--- src/rtl/vga_arb_pkg.sv ---
`default_nettype none
// ============================================================================
//  Module      : vga_arb_pkg
//  Description : Shared constants and types for the VGA draw arbiter.
//                Screen geometry, coordinate/colour types, arbiter state
//                encoding and an index-width helper.
//  Revision    : 1.0 - initial release
// ============================================================================
package vga_arb_pkg;

  // Visible raster of the vga_adapter; plots outside it are dropped.
  localparam int SCREEN_W = 160;
  localparam int SCREEN_H = 120;

  typedef logic [7:0] xcoord_t;
  typedef logic [6:0] ycoord_t;
  typedef logic [2:0] colour_t;

  typedef enum logic [1:0] {
    IDLE    = 2'd0,
    GRANT   = 2'd1,
    RELEASE = 2'd2
  } arb_state_t;

  // Width of an engine index; a single engine still needs one bit so that
  // the index registers never collapse to zero width.
  function automatic int idx_width(input int n);
    return (n > 1) ? $clog2(n) : 1;
  endfunction

endpackage
`default_nettype wire

--- src/rtl/vga_draw_arbiter_rr_pick.sv ---
`default_nettype none
// ============================================================================
//  Module      : rr_pick
//  Description : Combinational round-robin picker. Returns the first set
//                request bit at or after the pointer, wrapping modulo
//                NUM_REQ.
//  Ports       : req_i   - request vector
//                ptr_i   - highest-priority index for this pick
//                idx_o   - chosen index (0 when nothing is requested)
//                valid_o - at least one request is set
//  Revision    : 1.0 - initial release
// ============================================================================
module rr_pick
  import vga_arb_pkg::*;
#(
  parameter int NUM_REQ = 2,
  parameter int IDX_W   = idx_width(NUM_REQ)
) (
  input  logic [NUM_REQ-1:0] req_i,
  input  logic [IDX_W-1:0]   ptr_i,
  output logic [IDX_W-1:0]   idx_o,
  output logic               valid_o
);

  // One extra bit so ptr + offset can exceed NUM_REQ-1 before the wrap.
  logic [IDX_W:0] w_cand;

  always_comb begin
    idx_o   = '0;
    valid_o = 1'b0;
    w_cand  = '0;
    for (int i = 0; i < NUM_REQ; i++) begin
      w_cand = {1'b0, ptr_i} + (IDX_W+1)'(i);
      if (w_cand >= (IDX_W+1)'(NUM_REQ)) begin
        w_cand = w_cand - (IDX_W+1)'(NUM_REQ);
      end
      // Keep only the first hit in rotation order.
      if (!valid_o && req_i[w_cand[IDX_W-1:0]]) begin
        valid_o = 1'b1;
        idx_o   = w_cand[IDX_W-1:0];
      end
    end
  end

endmodule
`default_nettype wire

--- src/rtl/vga_draw_arbiter.sv ---
`default_nettype none
// ============================================================================
//  Module      : vga_draw_arbiter
//  Description : Shares the vga_adapter plot port among NUM_REQ drawing
//                engines using the start/done handshake. Engines are granted
//                one at a time in round-robin order; the granted engine's
//                x/y/colour/plot are muxed to the adapter and the engine is
//                released one cycle after its done is seen.
//  Config      : define VGA_ARB_WATCHDOG_EN to add a per-grant watchdog that
//                forces a release after TIMEOUT_CYCLES grant cycles without
//                done and pulses timeout_o instead of fin_o.
//  Ports       : clk, rst_n          - clock, async active-low reset
//                req_i               - level request per engine
//                eng_start_o         - one-hot grant / engine start
//                eng_done_i          - engine done flags
//                eng_x_i/y_i/colour_i- packed per-engine pixel (engine 0 LSBs)
//                eng_plot_i          - engine plot strobes
//                vga_x_o/y_o/colour_o/plot_o - to vga_adapter
//                fin_o               - one-cycle job-complete pulse per engine
//                busy_o              - arbiter not idle
//                timeout_o           - watchdog release pulse (optional)
//  Revision    : 1.0 - initial release
// ============================================================================
module vga_draw_arbiter
  import vga_arb_pkg::*;
#(
  parameter int NUM_REQ        = 2,
  parameter int TIMEOUT_CYCLES = 65535
) (
  input  logic                 clk,
  input  logic                 rst_n,
  input  logic [NUM_REQ-1:0]   req_i,
  output logic [NUM_REQ-1:0]   eng_start_o,
  input  logic [NUM_REQ-1:0]   eng_done_i,
  input  logic [NUM_REQ*8-1:0] eng_x_i,
  input  logic [NUM_REQ*7-1:0] eng_y_i,
  input  logic [NUM_REQ*3-1:0] eng_colour_i,
  input  logic [NUM_REQ-1:0]   eng_plot_i,
  output logic [7:0]           vga_x_o,
  output logic [6:0]           vga_y_o,
  output logic [2:0]           vga_colour_o,
  output logic                 vga_plot_o,
  output logic [NUM_REQ-1:0]   fin_o,
  output logic                 busy_o
`ifdef VGA_ARB_WATCHDOG_EN
  ,
  output logic                 timeout_o
`endif
);

  localparam int IDX_W = idx_width(NUM_REQ);

  localparam logic [1:0] ST_IDLE    = IDLE;
  localparam logic [1:0] ST_GRANT   = GRANT;
  localparam logic [1:0] ST_RELEASE = RELEASE;

  localparam logic [IDX_W-1:0] LAST_IDX = IDX_W'(NUM_REQ - 1);

  // Elaboration-time guard on the supported configuration range; a bad
  // parameter set produces an obviously named empty scope.
  if (NUM_REQ < 1 || NUM_REQ > 4 || TIMEOUT_CYCLES < 1 || TIMEOUT_CYCLES > 65535)
  begin : g_param_range_violation
  end

  // --------------------------------------------------------------------------
  // Unpack the flat engine buses into per-engine arrays
  // --------------------------------------------------------------------------
  xcoord_t w_x_arr [NUM_REQ];
  ycoord_t w_y_arr [NUM_REQ];
  colour_t w_c_arr [NUM_REQ];

  for (genvar gi = 0; gi < NUM_REQ; gi++) begin : g_unpack
    assign w_x_arr[gi] = eng_x_i[gi*8 +: 8];
    assign w_y_arr[gi] = eng_y_i[gi*7 +: 7];
    assign w_c_arr[gi] = eng_colour_i[gi*3 +: 3];
  end

  // --------------------------------------------------------------------------
  // State
  // --------------------------------------------------------------------------
  logic [1:0]         state_q, state_d;
  logic [IDX_W-1:0]   grant_q, grant_d;
  logic [IDX_W-1:0]   ptr_q,   ptr_d;
  logic [NUM_REQ-1:0] start_q, start_d;
  logic [NUM_REQ-1:0] fin_q,   fin_d;

`ifdef VGA_ARB_WATCHDOG_EN
  localparam logic [15:0] WD_LAST = 16'(TIMEOUT_CYCLES - 1);

  logic [15:0] wd_cnt_q, wd_cnt_d;
  logic        timeout_q, timeout_d;
`endif

  logic [IDX_W-1:0] w_pick_idx;
  logic             w_pick_valid;

  rr_pick #(
    .NUM_REQ (NUM_REQ),
    .IDX_W   (IDX_W)
  ) u_rr_pick (
    .req_i   (req_i),
    .ptr_i   (ptr_q),
    .idx_o   (w_pick_idx),
    .valid_o (w_pick_valid)
  );

  function automatic logic [NUM_REQ-1:0] onehot(input logic [IDX_W-1:0] idx);
    onehot      = '0;
    onehot[idx] = 1'b1;
  endfunction

  // --------------------------------------------------------------------------
  // Next-state logic
  // --------------------------------------------------------------------------
  always_comb begin
    state_d = state_q;
    grant_d = grant_q;
    ptr_d   = ptr_q;
    start_d = start_q;
    fin_d   = '0;
`ifdef VGA_ARB_WATCHDOG_EN
    wd_cnt_d  = wd_cnt_q;
    timeout_d = 1'b0;
`endif
    case (state_q)
      ST_IDLE: begin
        if (w_pick_valid) begin
          grant_d = w_pick_idx;
          start_d = onehot(w_pick_idx);
          state_d = ST_GRANT;
`ifdef VGA_ARB_WATCHDOG_EN
          wd_cnt_d = '0;
`endif
        end
      end

      ST_GRANT: begin
        // A done already high on the first grant cycle is accepted; only the
        // granted engine's done is looked at.
        if (eng_done_i[grant_q]) begin
          state_d = ST_RELEASE;
          start_d = '0;
          fin_d   = onehot(grant_q);
        end
`ifdef VGA_ARB_WATCHDOG_EN
        else if (wd_cnt_q == WD_LAST) begin
          // Hung engine: release without reporting a finished job.
          state_d   = ST_RELEASE;
          start_d   = '0;
          timeout_d = 1'b1;
        end
        else begin
          wd_cnt_d = wd_cnt_q + 16'd1;
        end
`endif
      end

      ST_RELEASE: begin
        // Always back through IDLE so start stays low for two cycles
        // before the same engine can be granted again.
        state_d = ST_IDLE;
        ptr_d   = (grant_q == LAST_IDX) ? '0 : grant_q + 1'b1;
      end

      default: begin
        state_d = ST_IDLE;
        start_d = '0;
      end
    endcase
  end

  // --------------------------------------------------------------------------
  // Registers
  // --------------------------------------------------------------------------
  always_ff @(posedge clk or negedge rst_n) begin
    if (!rst_n) begin
      state_q <= ST_IDLE;
      grant_q <= '0;
      ptr_q   <= '0;
      start_q <= '0;
      fin_q   <= '0;
    end else begin
      state_q <= state_d;
      grant_q <= grant_d;
      ptr_q   <= ptr_d;
      start_q <= start_d;
      fin_q   <= fin_d;
    end
  end

`ifdef VGA_ARB_WATCHDOG_EN
  always_ff @(posedge clk or negedge rst_n) begin
    if (!rst_n) begin
      wd_cnt_q  <= '0;
      timeout_q <= 1'b0;
    end else begin
      wd_cnt_q  <= wd_cnt_d;
      timeout_q <= timeout_d;
    end
  end

  assign timeout_o = timeout_q;
`endif

  // --------------------------------------------------------------------------
  // Outputs
  // --------------------------------------------------------------------------
  logic w_granted;

  assign w_granted   = (state_q == ST_GRANT);
  assign eng_start_o = start_q;
  assign fin_o       = fin_q;
  assign busy_o      = (state_q != ST_IDLE);

  // Pixel path is combinational from the granted engine; off-screen plots
  // are dropped so wrapped engine coordinates never reach the adapter.
  always_comb begin
    vga_x_o      = '0;
    vga_y_o      = '0;
    vga_colour_o = '0;
    vga_plot_o   = 1'b0;
    if (w_granted) begin
      vga_x_o      = w_x_arr[grant_q];
      vga_y_o      = w_y_arr[grant_q];
      vga_colour_o = w_c_arr[grant_q];
      vga_plot_o   = eng_plot_i[grant_q]
                     && (w_x_arr[grant_q] < xcoord_t'(SCREEN_W))
                     && (w_y_arr[grant_q] < ycoord_t'(SCREEN_H));
    end
  end

endmodule
`default_nettype wire

--- config.mk ---
export PLATFORM = sky130hd
export DESIGN_NAME = vga_draw_arbiter
export DESIGN_NICKNAME = d
export VERILOG_FILES = /design/src/rtl/vga_arb_pkg.sv /design/src/rtl/vga_draw_arbiter_rr_pick.sv /design/src/rtl/vga_draw_arbiter.sv
export SDC_FILE = /design/constraint.sdc
export NUM_CORES = 1
export LEC_CHECK = 0
export CAP_MARGIN = 20
export CORE_UTILIZATION = 48
export DETAILED_ROUTE_END_ITERATION = 8
export DONT_BUFFER_PORTS = 1
export PLACE_DENSITY = 0.6
export SYNTH_ARGS = -nofsm -noshare
export SYNTH_HDL_FRONTEND = slang
export SYNTH_HIERARCHICAL = 1
export SYNTH_SLANG_ARGS = --single-unit
--- constraint.sdc ---
create_clock -name clk -period 3.1 [get_ports clk]
set_input_delay 0.775 -clock clk [delete_from_list [all_inputs] [get_ports clk]]
set_output_delay 0.775 -clock clk [all_outputs]
set_load 0.05 [all_outputs]
Yosys cells after proc, flatten, opt, wreduce, memory -nomap -nowiden. Cells that the tools add are included.

Bits in registers: 8.

Add/sub/neg operators: 4. Order comparisons: 11. Eq/ne operators: 4. Muxes and demuxes: 40. Bitwise gates (word level): 2. Reduce and logical (&&, ||, !) cells: 11.

Operators by type and width (count): 8-bit two-way mux (4); 7-bit two-way mux (4); 1-bit two-way mux (18); 2-bit two-way mux (6); 3-bit two-way mux (4); 1-bit by 2-bit less-than comparator with 1-bit output, second input constant (4); 8-bit less-than comparator, second input constant (1); 7-bit less-than comparator, second input constant (1); 2-bit one-hot mux with 3 select lines (1); 1-bit logical AND (5); 2-bit >= comparator, second input constant (2); 2-bit by 1-bit != test with 1-bit output, second input constant (2); 2-bit one-hot mux with 2 select lines (1); 2-bit AND reduction (2); 3-bit AND reduction (1); 1-bit by 1-bit adder with 2-bit output, second input constant (1); 1-bit demux with 1-bit select (2); 2-bit by 1-bit equality test with 1-bit output, second input constant (1); 2-bit equality test, second input constant (1); 1-bit >= comparator, second input constant (2); 1-bit by 2-bit >= comparator with 1-bit output, second input constant (1); 2-bit zero test (1); 1-bit NOT with 2-bit output (1); 2-bit nonzero test (1); other kinds (4) (5).

Logic depth before layout (Yosys ltp). Gate-level depths: netlist of the first run.

Depth in word-level cells: 14. Depth in mapped cells: 5.

Hierarchy. Netlist of the first run, hierarchy kept.

Modules (own cells, without submodules): vga_draw_arbiter (instances 1, cells an instance 82, area an instance 694.4 µm², sequential area each 200.2 µm²); rr_pick (instances 1, cells an instance 3, area an instance 17.5 µm², sequential area each 0.0 µm²).

Worst setup path after synthesis of the first run. OpenSTA, ideal clock, no wires.

Path kind: in2out. Start: in eng_x_i[6]. End: out vga_plot_o. Arrival time: 2215 ps. Data required time: 2325 ps. Setup slack: 110 ps. Stages on the path: 3. Path through: o21ai_0 -> nand3b_1 -> a211oi_1.

Cells in the longest elaborated chain, start to end: 7.

RTL lines: start, declared (line vga_draw_arbiter.sv:35) `input logic [NUM_REQ*8-1:0] eng_x_i,`; 8-bit two-way mux (not written as such) (3 in a row) (line vga_draw_arbiter.sv:227) `&& (w_x_arr[grant_q] < xcoord_t'(SCREEN_W))`; 8-bit less-than comparator (line vga_draw_arbiter.sv:227); 1-bit logical AND (line vga_draw_arbiter.sv:227); 1-bit logical AND (line vga_draw_arbiter.sv:228) `&& (w_y_arr[grant_q] < ycoord_t'(SCREEN_H));`; 1-bit two-way mux (line vga_draw_arbiter.sv:222) `if (w_granted) begin`; end, declared (line vga_draw_arbiter.sv:42) `output logic vga_plot_o,`.

Every way passes these cells. The select of a mux whose other input is x is not followed.

Worst setup path in the final report of the first run.
Start: reg grant_q. End: out vga_colour_o[2].

Cells in the longest elaborated chain, start to end: 5.

RTL lines: start, declared (line vga_draw_arbiter.sv:82) `logic [IDX_W-1:0] grant_q, grant_d;`; start signal, assigned (line vga_draw_arbiter.sv:184) `grant_q <= grant_d;`; 1-bit NOT with 2-bit output (not written as such) (line vga_draw_arbiter.sv:225) `vga_colour_o = w_c_arr[grant_q];`; 3-bit two-way mux (not written as such) (3 in a row) (line vga_draw_arbiter.sv:225); 3-bit two-way mux (line vga_draw_arbiter.sv:222); end, declared (line vga_draw_arbiter.sv:41) `output logic [2:0] vga_colour_o,`.

Every way passes these cells. The select of a mux whose other input is x is not followed.

==> results of run 1 <==
-- how the worst min path moves through the flow --
stage	from	endpoint	cells after the start	slack [ns]
2_1_floorplan	ptr_q	ptr_q	2	0.47
3_3_place_gp	rst_n	ptr_q	0	0.48
3_5_place_dp	rst_n	state_q[0]	0	0.48
4_1_cts	rst_n	ptr_q	0	0.21
5_1_grt	rst_n	ptr_q	0	0.20
6_report	rst_n	state_q[0]	0	0.22
-- metal layers --
layer / global-route usage (%) / wire (µm)
met1: 24.2 / 614
met2: 34.9 / 924
met5: 0 / 0
met4: 12.5 / 13
met3: 5.56 / 154
-- power breakdown --
part	switching, µW	internal (µW)
Combinational	579	283
Clock	32.2	44.1
Sequential	149	146
Total	760	472
-- state kept, by name, indices dropped and copies added (netlist names) --
signal / flops
state_q: 2
eng_start_o: 2
grant_q: 1
ptr_q: 1
fin_o: 2
-- critical path, cell delays in order, from the launching register on --
cell	delay, ns
dfrtp_1	0.83
buf_4	0.32
mux2i_1	0.20
nor2_1	0.06
buf_4	0.22
-- placed cells by master, fill, tap and decap left out, types with 2 or more instances in the layout --
cell type / synthesis / layout
mux2i_1: 17 / 17
nand3_1: 2 / 2
a31oi_1: 2 / 2
o21ai_0: 2 / 2
dfrtp_1: 8 / 8
inv_1: 2 / 2
clkbuf_4: 0 / 3
nand2_1: 4 / 4
o2bb2ai_1: 2 / 2
nor2_1: 20 / 20
o211ai_1: 2 / 2
buf_4: 2 / 20
nand2b_1: 2 / 2
a21oi_1: 3 / 3
-- area by class of cell --
| class | instances | area [µm²] |
|---|---|---|
| tap | 15 | 18.8 |
| multi-input combinational | 69 | 468 |
| fill | 107 | 467 |
| sequential | 8 | 200 |
| timing repair buffer | 20 | 150 |
| clock buffer | 3 | 22.5 |
| inverter | 2 | 7.51 |
-- through the flow --
step	power (µW)	util, %	cell area, µm²	setup WS [ns]	std cells
2_1_floorplan	984	-	712	0.110	85
3_3_place_gp	1150	63.3	845	0.738	114
3_5_place_dp	1160	63.3	845	0.699	114
4_1_cts	1250	65.0	867	0.427	117
5_1_grt	1310	65.0	867	0.293	117
6_report	1230	65.0	867	0.447	117
-- kinds of logic (layout without fill, tap and decap cells) --
logic type | after synthesis | in the layout
AND/OR/NAND/NOR | 36 | 36
multiplexers | 19 | 19
AO/OA/AOI/OAI | 14 | 14
flip-flops | 8 | 8
buffers and inverters | 8 | 25
==> flow_metrics.tcl, run 1 <==
set metrics [dict create \
    status "finished clean" \
    yosysTopAreaCell "dfrtp_1" \
    antenna_cells 0 \
    cp-start-kind "flop" \
    syn_inst 85 \
    avgRoutedWirePerCell_um 14.6 \
    rr_startpoint "grant_q" \
    rrSetupSlack_ns 1.50 \
    yosysMostFrequentCell "nor2_1" \
    yosysTopAreaCellShare_pct 28.1 \
    ff2ff_path_depth 3 \
    fin_hold_ws_ns 0.220 \
    synth_common_cells "20 x nor2_1, 17 x mux2i_1, 8 x dfrtp_1" \
    powerDensity_nw_per_um2 1420 \
    track_usage_pct 21.2 \
    avgSynthCellArea_um2 8.38 \
    min_period_over_period_pct 85.6 \
    drtPass1Iterations 4 \
    die-height_um 40.5 \
    synth-compound-area-share_pct 13.0 \
    synth_top_family_by_area "multiplexers" \
    synth-adder-area-share_pct 0 \
    crit_type "reg -> out" \
    place.gp.congestion 0.696 \
    cts_sinks 8 \
    worstMarginPinSlew_ns 0.765 \
    cts_setup_buffers 0 \
    htreeDepth 1 \
    vias 692 \
    maxCapViolCount 0 \
    syn_area_um2 712 \
    cp_max_fo 19 \
    cts_root_buf "clkbuf_4" \
    slew-limit-headroom_pct 49.0 \
    synth-edff-count 0 \
    min_path_type "in -> async" \
    p_leak_uw 0.000414 \
    ctsHoldBuffers 0 \
    cts.reportedPaths.clkPinSlew_ns 0.05 \
    endpoint "vga_colour_o[2]" \
    ys.flop_type "dfrtp_1" \
    drt_wl_total_um 1710 \
    rsz0062_at_grt "no" \
    die_w_um 40.5 \
    first_global_vias 561 \
    yosysWarnings 6 \
    start_util_pct 53.4 \
    ant_nets 0 \
    final-hold-violation-count 0 \
    fin_nets 148 \
    drc 0 \
    ys_ff_latch 8 \
    clkLatencyLatePin_ns 0.25 \
    vdd_drop_max_uv 690 \
    async_flop_share_pct 100 \
    cp-end-kind "primary output" \
    cts_buffer_depth 2 \
    arrival_ns 1.88 \
    rows 13 \
    crit_path_start "grant_q" \
    yosys.area_share.simple_pct 24.6 \
    via_per_inst 5.91 \
    ys_seq_area_share_pct 28.1 \
    grt_max_degree 21 \
    io_buffers 0 \
    synthTopCellsByArea "dfrtp_1 28%, mux2i_1 24%, nor2_1 11%" \
    rr_endpoint "eng_start_o[0]" \
    core-area_um2 1330 \
    tns_ns 0 \
    overflow 0 \
    drtIter0Drc 8 \
    fmax_mhz 377 \
    antenna_found_initial 0 \
    ioPinCount 68 \
    maxSlewViolCount 0 \
    setup_viol 0 \
    cts_tree "built" \
    drive_gt1_share_pct 27.5 \
    die_area_um2 1640 \
    synthMuxAreaShare_pct 27.4 \
    cts_resized 0 \
    finClkSkew_ns 0.00133 \
    syn_nets 129 \
    synth_cell_types 28 \
    required_ns 2.32 \
    grt_first_pass_wirelength_um 2280 \
    post-dp-hpwl_um 1400 \
    syn_to_final_growth_pct 21.8 \
    synth_xor_area_share_pct 0 \
    min_period_ns 2.65 \
    numCtsBuffers 3 \
]
Note: power is estimated with default switching activity, not from simulation.
==> run 2: changes to the inputs <==
--- a/config.mk
+++ b/config.mk
@@ -6,6 +6,7 @@
 export NUM_CORES = 1
 export LEC_CHECK = 0
 export CAP_MARGIN = 20
+export CORE_MARGIN = 8
 export CORE_UTILIZATION = 48
 export DETAILED_ROUTE_END_ITERATION = 8
 export DONT_BUFFER_PORTS = 1
==> run 2 against run 1 <==
  * Combinational power up 2.7%
  * Cell count rose by 0.85%
  * Die area rose by 81%
==> flow_metrics.tcl, run 2 (synthesized netlist as in run 1, its figures left out) <==
set metrics [dict create \
    cts_sinks 8 \
    ctsHoldBuffers 0 \
    io_buffers 0 \
    die_w_um 54.5 \
    fillers 131 \
    p_leak_uw 0.000414 \
    cts_resized 0 \
    drt_wl_total_um 2180 \
    setup_viol 0 \
    min_period_over_period_pct 80.0 \
    status "finished clean" \
    post-dp-hpwl_um 1850 \
    maxCapViolCount 0 \
    rows 14 \
    start_util_pct 49.0 \
    final_cell_mix "20 x nor2_1, 20 x buf_4, 17 x mux2i_1" \
    use_met2_pct 25.0 \
    clkLatencyLatePin_ns 0.26 \
    first_global_vias 767 \
    cts_setup_buffers 0 \
    min_period_ns 2.48 \
    rr_endpoint "eng_start_o[0]" \
    grt_first_pass_wirelength_um 3320 \
    grtUsageMet3_pct 10.6 \
    syn_to_final_growth_pct 22.0 \
    arrival_ns 1.70 \
    antenna_cells 0 \
    finClkSkew_ns 0.00678 \
    cts_tree "built" \
    crit_type "reg -> out" \
    min_path_type "in -> async" \
    fmax_mhz 403 \
    utilization_pct 59.7 \
    core-area_um2 1450 \
    place.gp.congestion 0.717 \
    cts.reportedPaths.clkPinSlew_ns 0.06 \
    antenna_found_initial 0 \
    cp_max_fo 20 \
    powerDensity_nw_per_um2 1430 \
    tns_ns 0 \
    numCtsBuffers 3 \
    final-hold-violation-count 0 \
    vdd_drop_max_uv 728 \
    drtIter0Drc 11 \
    slew-limit-headroom_pct 58.7 \
    rrSetupSlack_ns 1.49 \
    drtPass1Iterations 5 \
    maxSlewViolCount 0 \
    cp-start-kind "flop" \
    htreeDepth 1 \
    drc 0 \
    cp-end-kind "primary output" \
    drive_gt1_share_pct 27.5 \
    cts_buffer_depth 2 \
    fin_nets 148 \
    ioPinCount 68 \
    via_per_inst 5.91 \
    avgRoutedWirePerCell_um 18.4 \
    cts_root_buf "clkbuf_4" \
    die-height_um 54.5 \
    overflow 0 \
    busiest_layer "met2" \
    ff2ff_path_depth 4 \
    worstMarginPinSlew_ns 0.617 \
    use_met1_pct 13.2 \
    track_usage_pct 15.2 \
    ant_nets 0 \
    rsz0062_at_grt "no" \
    rr_startpoint "grant_q" \
    vias 697 \
    required_ns 2.32 \
    grt_max_degree 21 \
    die_area_um2 2970 \
]
run 2: cell counts in the layout (fill, tap and decap cells not counted):
No cell type changed its count.
run 2: where the power goes:
group / internal [µW] / leakage [µW] / total (µW) / switching (µW)
clock network: 44.4 / 0.0000138 / 80.6 / 36.3
registers: 146 / 0.000103 / 273 / 127
logic: 281 / 0.000298 / 885 / 604
total: 471 / 0.000414 / 1240 / 768
run 2: worst max path at each step:
stage / startpoint / endpoint / slack (ns) / cells past startpoint
after detailed placement: eng_x_i[6] / vga_plot_o / 0.80 / 4
final: state_q[0] / vga_y_o[3] / 0.62 / 3
after global placement: eng_x_i[6] / vga_plot_o / 0.84 / 4
after CTS: state_q[0] / vga_y_o[3] / 0.59 / 3
after floorplan: eng_x_i[6] / vga_plot_o / 0.11 / 3
after global routing: state_q[0] / vga_x_o[6] / 0.46 / 3
run 2: through the flow:
step | std cells | setup slack, ns | instance area [µm²] | hold slack (ns) | total power, µW
floorplan | 85 | 0.110 | 712 | 0.475 | 984
global placement | 115 | 0.839 | 846 | 0.480 | 1160
detailed placement | 115 | 0.804 | 846 | 0.480 | 1170
CTS | 118 | 0.590 | 868 | 0.198 | 1250
global route | 118 | 0.458 | 868 | 0.186 | 1310
finish | 118 | 0.621 | 868 | 0.206 | 1240
run 2: final cells by class:
type	count	area (µm²)	share of cell area, %
Inverter	2	7.51	0.865
Timing Repair Buffer	20	150	17.3
Tap cell	16	20.0	2.31
Multi-Input combinational cell	69	468	53.9
Sequential cell	8	200	23.1
Clock buffer	3	22.5	2.59
run 2: critical path, stage by stage (launching register included):
cell and delay [ns]:
dfrtp_1 0.52, nand2_1 0.45, a21oi_1 0.25, buf_4 0.23
run 2: per-layer routing:
metal / share of wire (%) / up-vias
li1: - / 332
met1: 34 / 316
met2: 49 / 46
met3: 15 / 3
met4: 1.5 / 0
met5: 0 / -
==> run 3: changes to the inputs <==
--- a/config.mk
+++ b/config.mk
@@ -10,7 +10,7 @@
 export CORE_UTILIZATION = 48
 export DETAILED_ROUTE_END_ITERATION = 8
 export DONT_BUFFER_PORTS = 1
-export PLACE_DENSITY = 0.6
+export PLACE_DENSITY = 0.62
 export SYNTH_ARGS = -nofsm -noshare
 export SYNTH_HDL_FRONTEND = slang
 export SYNTH_HIERARCHICAL = 1
==> constraint.sdc (replaced) <==
create_clock -name clk -period 2.2 [get_ports clk]
set_input_delay 0.55 -clock clk [delete_from_list [all_inputs] [get_ports clk]]
set_output_delay 0.55 -clock clk [all_outputs]
set_load 0.05 [all_outputs]
==> run 3 against run 2 <==
  * Total power rose by 46%
  * Clock power is 32% higher
  * Die area is the same
  * Global-route usage is 1.0 points lower
  * Sequential cell count did not move
  * Sequential power is 44% higher
  * Critical path depth increased by 1
  * Clock skew about the same
  * Core utilization grew 2.7 points
  * Critical path type unchanged
  * Hold slack improved by 0.26 ns
  * Count of clock-buffer cells in the layout unchanged
  * Critical endpoint is now vga_plot_o
  * Register-to-register slack worse by 0.66 ns
==> flow_metrics.tcl, run 3 (synthesized netlist as in run 1, its figures left out) <==
set metrics [dict create \
    fin_nets 151 \
    final-hold-violation-count 0 \
    antenna_found_initial 0 \
    arrival_ns 1.45 \
    clkLatencyLatePin_ns 0.25 \
    power_uw 1800 \
    post-dp-hpwl_um 1860 \
    avgRoutedWirePerCell_um 17.8 \
    drtIter0Drc 13 \
    vias 673 \
    rrSetupSlack_ns 0.83 \
    swShare_pct 60.3 \
    worstMarginPinSlew_ns 0.513 \
    critPathSlowestCell "dfrtp_1" \
    drtPass1Iterations 4 \
    finClkSkew_ns 0.00656 \
    post-place-ws_ns 0.386 \
    cts_sinks 8 \
    required_ns 1.65 \
    drc 0 \
    ioPinCount 68 \
    drive_gt1_share_pct 29.5 \
    place.gp.congestion 0.809 \
    rsz0062_at_grt "no" \
    rows 14 \
    min_period_ns 2.00 \
    drt_wl_total_um 2150 \
    syn_to_final_growth_pct 27.4 \
    die_w_um 54.5 \
    power_frac_clock_pct 5.9 \
    vdd_drop_max_uv 1230 \
    slew-limit-headroom_pct 65.8 \
    cp_slowest_stage_delay_ns 0.52 \
    holdPathEnd "fin_o[1]" \
    setup_viol 0 \
    route.met3.wl_um 290 \
    start_util_pct 49.0 \
    crit_type "reg -> out" \
    met2_length_um 1030 \
    min_path_type "in -> reg" \
    via_per_inst 5.56 \
    intPower_uw 716 \
    first_global_vias 748 \
    rr_startpoint "grant_q" \
    netSwitchingPower_uw 1090 \
    p_leak_uw 0.000430 \
    combinationalPowerShare_pct 72.2 \
    io_buffers 0 \
    cts_buffer_depth 2 \
    cts_root_buf "clkbuf_4" \
    cp_max_fo 12 \
    grt_max_degree 19 \
    p_seq_share_pct 21.9 \
    maxCapViolCount 0 \
    final_cell_mix "21 x buf_4, 20 x nor2_1, 17 x mux2i_1" \
    fmax_mhz 501 \
    htreeDepth 1 \
    tns_ns 0 \
    cp-end-kind "primary output" \
    rr_endpoint "eng_start_o[0]" \
    powerDensity_nw_per_um2 1990 \
    grt_first_pass_wirelength_um 3190 \
    cts.reportedPaths.clkPinSlew_ns 0.05 \
    hold_path_depth 1 \
    cts_tree "built" \
    die-height_um 54.5 \
    antenna_cells 0 \
    min_period_over_period_pct 90.8 \
    maxSlewViolCount 0 \
    final_common_cell "buf_4" \
    overflow 0 \
    worst_slack_ns 0.202 \
    ff2ff_path_depth 4 \
    status "finished clean" \
    highest_layer "met4" \
    cp-start-kind "flop" \
    dp_cells 117 \
    core-area_um2 1450 \
    cp_cell_sequence "and2b_1 > o211ai_1 > a211oi_2 > buf_4" \
    hp-start "eng_done_i[1]" \
    track_usage_pct 14.2 \
    instances_no_fill 121 \
    ant_nets 0 \
    fin_hold_ws_ns 0.470 \
    numCtsBuffers 3 \
    wl_met1_um 809 \
    cts_setup_buffers 0 \
    die_area_um2 2970 \
]
run 3: cell types whose count changed in the layout (fill, tap and decap cells not counted), sizes merged:
cell,before,now
dlygate4sd3,0,1
buf,20,22
run 3: layout make-up:
cell class                      instances  area [µm²]
Sequential cell                         8         201
Multi-Input combinational cell         69         468
Timing Repair Buffer                   23         188
Clock buffer                            3        22.5
Inverter                                2        7.51
Fill cell                             125         547
Tap cell                               16        20.0
run 3: worst max-delay path: cells and delay by family (launching register included):
family                 cells  cell delay (ns)
AO/OA/AOI/OAI              2             0.26
buffers and inverters      1             0.23
flip-flops                 1             0.52
AND/OR/NAND/NOR            1             0.20
run 3: worst max-delay path by stage:
stage / startpoint / end / slack, ns
floorplan: eng_x_i[6] / vga_plot_o / 0.12
global route: state_q[0] / vga_plot_o / 0.11
detailed placement: grant_q / vga_x_o[5] / 0.39
finish: state_q[0] / vga_plot_o / 0.20
global placement: eng_x_i[6] / vga_plot_o / 0.42
CTS: grant_q / vga_x_o[5] / 0.09
run 3: power groups by stage:
stage | registers (µW) | clock network (µW) | logic [µW]
floorplan | 335 | 0 | 1060
global placement | 392 | 0 | 1290
detailed placement | 397 | 0 | 1310
CTS | 395 | 111 | 1320
global route | 410 | 115 | 1380
finish | 394 | 106 | 1300
run 3: timing repair:
item / CTS / global route
hold endpoints to repair: 8 / 0
resized for setup: 0 / 1
hold buffers: 1 / 0
endpoints found under the setup margin: 0 / 1
run 3: per-layer routing:
metal,vias to the layer above,GRT usage [%]
li1,342,-
met1,285,14.8
met2,44,23.3
met3,2,7.61
met4,0,6.15
met5,-,0
run 3: per-stage QoR:
step           area [µm²]  util, %
2_1_floorplan         717        -
3_3_place_gp          873     60.1
3_5_place_dp          873     60.1
4_1_cts               906     62.3
5_1_grt               907     62.4
6_report              907     62.4
